<file path="src/rtl/fetch_pkg.sv">
// Shared types and constants for the instruction-fetch stage.
package fetch_pkg;

  typedef enum logic [1:0] {
    S_REQ  = 2'd0,
    S_WAIT = 2'd1,
    S_KILL = 2'd2
  } fetch_state_e;

  localparam logic [31:0] NOP_INSTR        = 32'h0000_0013;
  localparam int          FETCH_FIFO_DEPTH = 2;

  typedef struct packed {
    logic [31:0] pc;
    logic [31:0] instr;
  } fetch_entry_t;

  // Value held at the head when the buffer is empty, so outputs read as a NOP.
  localparam fetch_entry_t EMPTY_ENTRY = '{pc: 32'h0, instr: NOP_INSTR};

endpackage

</file>
<file path="src/rtl/fetch_fifo.sv">
// Two-entry fetch buffer; head_o is a register that reads EMPTY_ENTRY when empty.
module fetch_fifo
  import fetch_pkg::*;
(
  input  logic         clk,
  input  logic         rst_n,
  input  logic         flush_i,
  input  logic         push_i,
  input  logic         pop_i,
  input  fetch_entry_t wdata_i,
  output fetch_entry_t head_o,
  output logic [1:0]   count_o
);

  fetch_entry_t head_q, head_d, tail_q, tail_d;
  logic [1:0]   count_q, count_d;
  logic         do_pop, do_push;

  always_comb begin
    head_d  = head_q;
    tail_d  = tail_q;
    count_d = count_q;
    do_pop  = pop_i && (count_q != 2'd0);
    do_push = push_i && ((count_q != 2'd2) || do_pop);
    if (flush_i) begin
      head_d  = EMPTY_ENTRY;
      count_d = 2'd0;
    end else begin
      case (count_q)
        2'd0: begin
          if (do_push) begin
            head_d  = wdata_i;
            count_d = 2'd1;
          end
        end
        2'd1: begin
          if (do_push && do_pop) begin
            head_d = wdata_i;
          end else if (do_push) begin
            tail_d  = wdata_i;
            count_d = 2'd2;
          end else if (do_pop) begin
            head_d  = EMPTY_ENTRY;
            count_d = 2'd0;
          end
        end
        default: begin
          if (do_pop) begin
            head_d = tail_q;
            if (do_push) tail_d = wdata_i;
            else         count_d = 2'd1;
          end
        end
      endcase
    end
  end

  always_ff @(posedge clk or negedge rst_n) begin
    if (!rst_n) begin
      head_q  <= EMPTY_ENTRY;
      tail_q  <= '0;
      count_q <= 2'd0;
    end else begin
      head_q  <= head_d;
      tail_q  <= tail_d;
      count_q <= count_d;
    end
  end

  assign head_o  = head_q;
  assign count_o = count_q;

endmodule

</file>
<file path="src/rtl/if_fetch_stage.sv">
// Instruction-fetch stage: owns fetch PC, issues one-outstanding imem requests
// under credit control and buffers responses in fetch_fifo.
module if_fetch_stage
  import fetch_pkg::*;
#(
  parameter logic [31:0] RESET_PC   = 32'h0000_0000,
  parameter int          FIFO_DEPTH = FETCH_FIFO_DEPTH
) (
  input  logic        clk,
  input  logic        rst_n,
  input  logic        EN,
  input  logic        R,
  input  logic [31:0] redirect_pc,
  output logic        imem_req,
  output logic [31:0] imem_addr,
  input  logic        imem_gnt,
  input  logic        imem_rvalid,
  input  logic [31:0] imem_rdata,
  output logic [31:0] PC_if,
  output logic [31:0] Instruction_if,
  output logic        valid_if
);

  fetch_state_e state_q, state_d;
  logic [31:0]  fetch_pc_q, fetch_pc_d;
  logic [31:0]  pend_pc_q, pend_pc_d;
  logic [1:0]   fifo_count;
  fetch_entry_t fifo_head, fifo_wdata;
  logic         push, pop, grant;
  logic         out_after, can_issue, credit_ok;
  logic [2:0]   cnt_after;
  logic         unused_redirect_lsb;

  assign unused_redirect_lsb = ^redirect_pc[1:0];

  always_comb begin
    push       = (state_q == S_WAIT) && imem_rvalid && !R;
    pop        = EN && valid_if && !R;
    fifo_wdata = '{pc: pend_pc_q, instr: imem_rdata};
    cnt_after  = 3'(fifo_count) + 3'(push) - 3'(pop);
    // The in-flight request stops counting once its response lands this cycle.
    out_after  = (state_q != S_REQ) && !imem_rvalid;
    can_issue  = (state_q == S_REQ) || ((state_q == S_WAIT) && imem_rvalid);
    credit_ok  = (int'(cnt_after) + int'(out_after)) < FIFO_DEPTH;
    // Gating with rst_n keeps the request low throughout reset.
    imem_req   = rst_n && !R && can_issue && credit_ok;
    grant      = imem_req && imem_gnt;
  end

  always_comb begin
    state_d    = state_q;
    fetch_pc_d = fetch_pc_q;
    pend_pc_d  = pend_pc_q;
    if (R) begin
      fetch_pc_d = {redirect_pc[31:2], 2'b00};
      case (state_q)
        S_WAIT:  state_d = imem_rvalid ? S_REQ : S_KILL;
        S_KILL:  state_d = imem_rvalid ? S_REQ : S_KILL;
        default: state_d = S_REQ;
      endcase
    end else begin
      case (state_q)
        S_REQ:   if (grant) state_d = S_WAIT;
        S_WAIT:  if (imem_rvalid) state_d = grant ? S_WAIT : S_REQ;
        S_KILL:  if (imem_rvalid) state_d = S_REQ;
        default: state_d = S_REQ;
      endcase
      if (grant) begin
        fetch_pc_d = fetch_pc_q + 32'd4;
        pend_pc_d  = fetch_pc_q;
      end
    end
  end

  always_ff @(posedge clk or negedge rst_n) begin
    if (!rst_n) begin
      state_q    <= S_REQ;
      fetch_pc_q <= RESET_PC;
      pend_pc_q  <= RESET_PC;
    end else begin
      state_q    <= state_d;
      fetch_pc_q <= fetch_pc_d;
      pend_pc_q  <= pend_pc_d;
    end
  end

  fetch_fifo u_fifo (
    .clk     (clk),
    .rst_n   (rst_n),
    .flush_i (R),
    .push_i  (push),
    .pop_i   (pop),
    .wdata_i (fifo_wdata),
    .head_o  (fifo_head),
    .count_o (fifo_count)
  );

  assign imem_addr      = fetch_pc_q;
  assign PC_if          = fifo_head.pc;
  assign Instruction_if = fifo_head.instr;
  assign valid_if       = (fifo_count != 2'd0);

endmodule

</file>
<file path="config.mk">
export PLATFORM = sky130hd
export DESIGN_NAME = if_fetch_stage
export DESIGN_NICKNAME = d
export VERILOG_FILES = /design/src/rtl/fetch_pkg.sv /design/src/rtl/fetch_fifo.sv /design/src/rtl/if_fetch_stage.sv
export SDC_FILE = /design/constraint.sdc
export NUM_CORES = 1
export LEC_CHECK = 0
export ABC_AREA = 1
export BUFFER_PORTS_ARGS = -buffer_cell sky130_fd_sc_hd__clkbuf_2
export CORE_MARGIN = 8
export CORE_UTILIZATION = 45
export DETAILED_ROUTE_END_ITERATION = 10
export GPL_TIMING_DRIVEN = 0
export PLACE_DENSITY_LB_ADDON = 0.08
export SLEW_MARGIN = 20
export SYNTH_ARGS = -nofsm -noshare
export SYNTH_HDL_FRONTEND = slang
export SYNTH_SLANG_ARGS = --single-unit
</file>
<file path="constraint.sdc">
create_clock -name clk -period 3.2 [get_ports clk]
set_input_delay 0.16 -clock clk [delete_from_list [all_inputs] [get_ports clk]]
set_output_delay 0.16 -clock clk [all_outputs]
set_load 0.005 [all_outputs]
</file>
==> metrics <==
top-area cell type share of the netlist area=50.3%; diode count=0; Root Driver=clkbuf_16; WS Path Type=register to primary output; initial DRC count=602; clk buf depth=2; Synth Area per Inst=7.49 um^2; Post-synth top cells=388 x nand2_1, 186 x dfrtp_1, 159 x nor2_1; register bit count reported by yosys=189; DRT antenna net count=0; fmax=327 MHz; layout cell share with drive strength beyond 1=17.1%; Max Clock Skew=0.00913 ns; synthesized cell area=0.00926 mm^2; Die Y=159 um; Setup crit end kind=primary output; routability cong.=0.874; Slew headroom=52.6%; TritonCTS buffer count=17; num ports=168; outcome=complete, no violations; clk slew on worst S/H paths=0.07 ns; EDFF count, synth=0; Min-Delay Path Class=input pin to register; WHS Endpoint=u_fifo.tail_q[22]; Chip Width=159 um; PnR Total Power=8.27 mW; synthesis warning total=0; Initial Util=45.8%; post-DR vias/cell=4.92; Net Sw Power=2.96 mW; WP data arrival=2.90 ns; count leader, synth=nand2_1; Total Routing Usage GR=21.2%; RR Startpoint=u_fifo.count_o[1]; Combinational Power Share=29.1%; largest net degree at the start of global routing=91; CTS Sinks=189; Crit Path Max Fanout=5; CORE AREA=0.0202 mm^2; HPWL after DPL=19400 um; r2r setup slk=0.17 ns; CTS tree=yes; cell-internal power=5.31 mW; Max Slew Vio Count=0; Seq pwr share=45.6%; aggregate routed wire length=26500 um; first-pass GRT wire length=43800 um; final-report hold violation count=0; routed length per placed instance=15.2 um; FFs w/ async S/R, synth=100%; First-pass DRT Iterations=6; final count of negative-setup-slack endpoints=0; Peak VDD IR=0.421 mV; routed vias=8587; Syn Inst Count=1236; H-tree depth=4; leak pwr=6.26 nW; reported max-cap violation count=0; Synth area leaders=dfrtp_1 50%, nand2_1 16%, nor2_1 6.4%; worst slew pin tran=0.711 ns; worst hold path depth=3; clock group share of total power=25.3%; GRT overflow=0; row cnt=52; Port Buffers=163; Switching Fraction=35.7%; Netlist cell types=29; vias in the first global route=8498; Remaining DRCs=0; hold_sp=imem_rdata[22]; clk_lat worst skew=0.43 ns; Tcrit/Tclk final=95.7%; initial antenna violation count=0; FF-to-FF End=state_q[0]; area leader, netlist=dfrtp_1; WP data required=3.04 ns; Synth Flop Type=dfrtp_1; Layout area overhead=24.5%; CP startpoint kind=register; # Post-CTS Setup Buffers=0; sequential-to-total area share from yosys stat=51.1%; Final min period=3.06 ns; minimum hold slack=0.0187 ns; P per Cell Area=717 mW/mm^2; final net count=1542; worst reg-to-reg path cell count=14; die area=0.0254 mm^2
==> how the worst max path moves through the flow <==
| stage | from | to | slack (ns) | depth (start not counted) |
|---|---|---|---|---|
| final | u_fifo.count_o[1] | imem_req | 0.14 | 11 |
| after global routing | state_q[1] | imem_addr[21] | -0.002 | 15 |
| after CTS | u_fifo.count_o[1] | imem_addr[10] | 0.03 | 13 |
| after detailed placement | u_fifo.count_o[1] | pend_pc_q[2] | -0.36 | 10 |
| after global placement | rst_n | pend_pc_q[2] | -2.18 | 7 |
| after floorplan | u_fifo.count_o[1] | state_q[0] | 0.39 | 14 |
==> timing repair <==
action / in CTS / in global routing
endpoints found under the setup margin: 63 / 62
hold buffers: 44 / 0
pin swaps: 0 / 2
gates resized for setup: 3 / 12
hold endpoints to repair: 150 / 0
==> logic make-up (layout without fill, tap and decap cells) <==
group / Yosys count / after routing / share of synthesized area (%)
buffers and inverters: 181 / 421 / 7.92
xor gates and xnor gates: 9 / 9 / 0.852
and+or+nand+nor: 672 / 672 / 29.1
DFF: 189 / 189 / 51.1
adders and majority gates: 8 / 8 / 1.16
AOI/OAI and AO/OA: 176 / 176 / 9.77
other: 1 / 2 / 0.0405
==> per-layer routing <==
layer	wire length, um	track usage (%)	share of wire, %	up-vias
li1	-	-	-	4342
met1	12500	28.5	47	3952
met2	11900	33.7	45	264
met3	1570	4.34	5.9	29
met4	541	6.99	2.0	0
met5	0	0	0	-
==> registers in the layout, summed over array words and instances (netlist names) <==
signal          count
u_fifo.count_o      2
imem_addr          30
pend_pc_q          30
u_fifo.head_o      63
u_fifo.tail_q      62
state_q             2
==> stage by stage <==
stage,area (um^2),TNS (ns),worst slack [ns],utilization [%],std cells
floorplan,9260,0,0.392,-,1237
global placement,10400,-455.97,-2.18,51.5,1670
detailed placement,10500,-16.57,-0.360,51.8,1672
CTS,11500,0,0.0296,56.9,1747
global route,11500,-0.00163,-0.00163,57.0,1747
finish,11500,0,0.139,57.0,1747
==> power by group through the flow <==
stage / sequential (mW) / combinational [mW] / clock, mW
2_1_floorplan: 3.70 / 1.45 / 0
3_3_place_gp: 3.79 / 2.31 / 0
3_5_place_dp: 3.81 / 2.38 / 0
4_1_cts: 3.77 / 2.43 / 2.14
5_1_grt: 3.89 / 2.77 / 2.24
6_report: 3.77 / 2.41 / 2.09
==> area by class of cell <==
class	instances	area (um^2)
buffer	65	312
clock buffer	19	453
clock inverter	13	126
fill	1968	8700
inverter	115	432
multi-input combinational	867	3820
sequential	189	4730
tap	270	338
timing repair buffer	209	1320
==> cells in the final DEF (no fill, tap or decap), drive strengths merged, types with 2 or more instances in the layout <==
master,n
nor3,2
buf,36
a21oi,107
ha,7
inv,121
dlygate4sd3,44
o2111ai,3
nor2,161
o211ai,2
nand2,388
xor2,9
nand3,118
dfrtp,186
o21ai,64
clkinv,2
clkinvlp,4
dfstp,3
clkbuf,213
conb,2
==> worst max-delay path, stage by stage, from the launching register on <==
cell	delay [ns]
dfrtp_1	0.45
nor2_2	0.18
nor2_2	0.08
ha_1	0.27
inv_1	0.04
ha_1	0.17
fa_1	0.48
ha_1	0.34
nor3_4	0.24
nand2_1	0.08
inv_1	0.05
clkbuf_2	0.10
No activity file was read; power rests on OpenSTA's default activity.
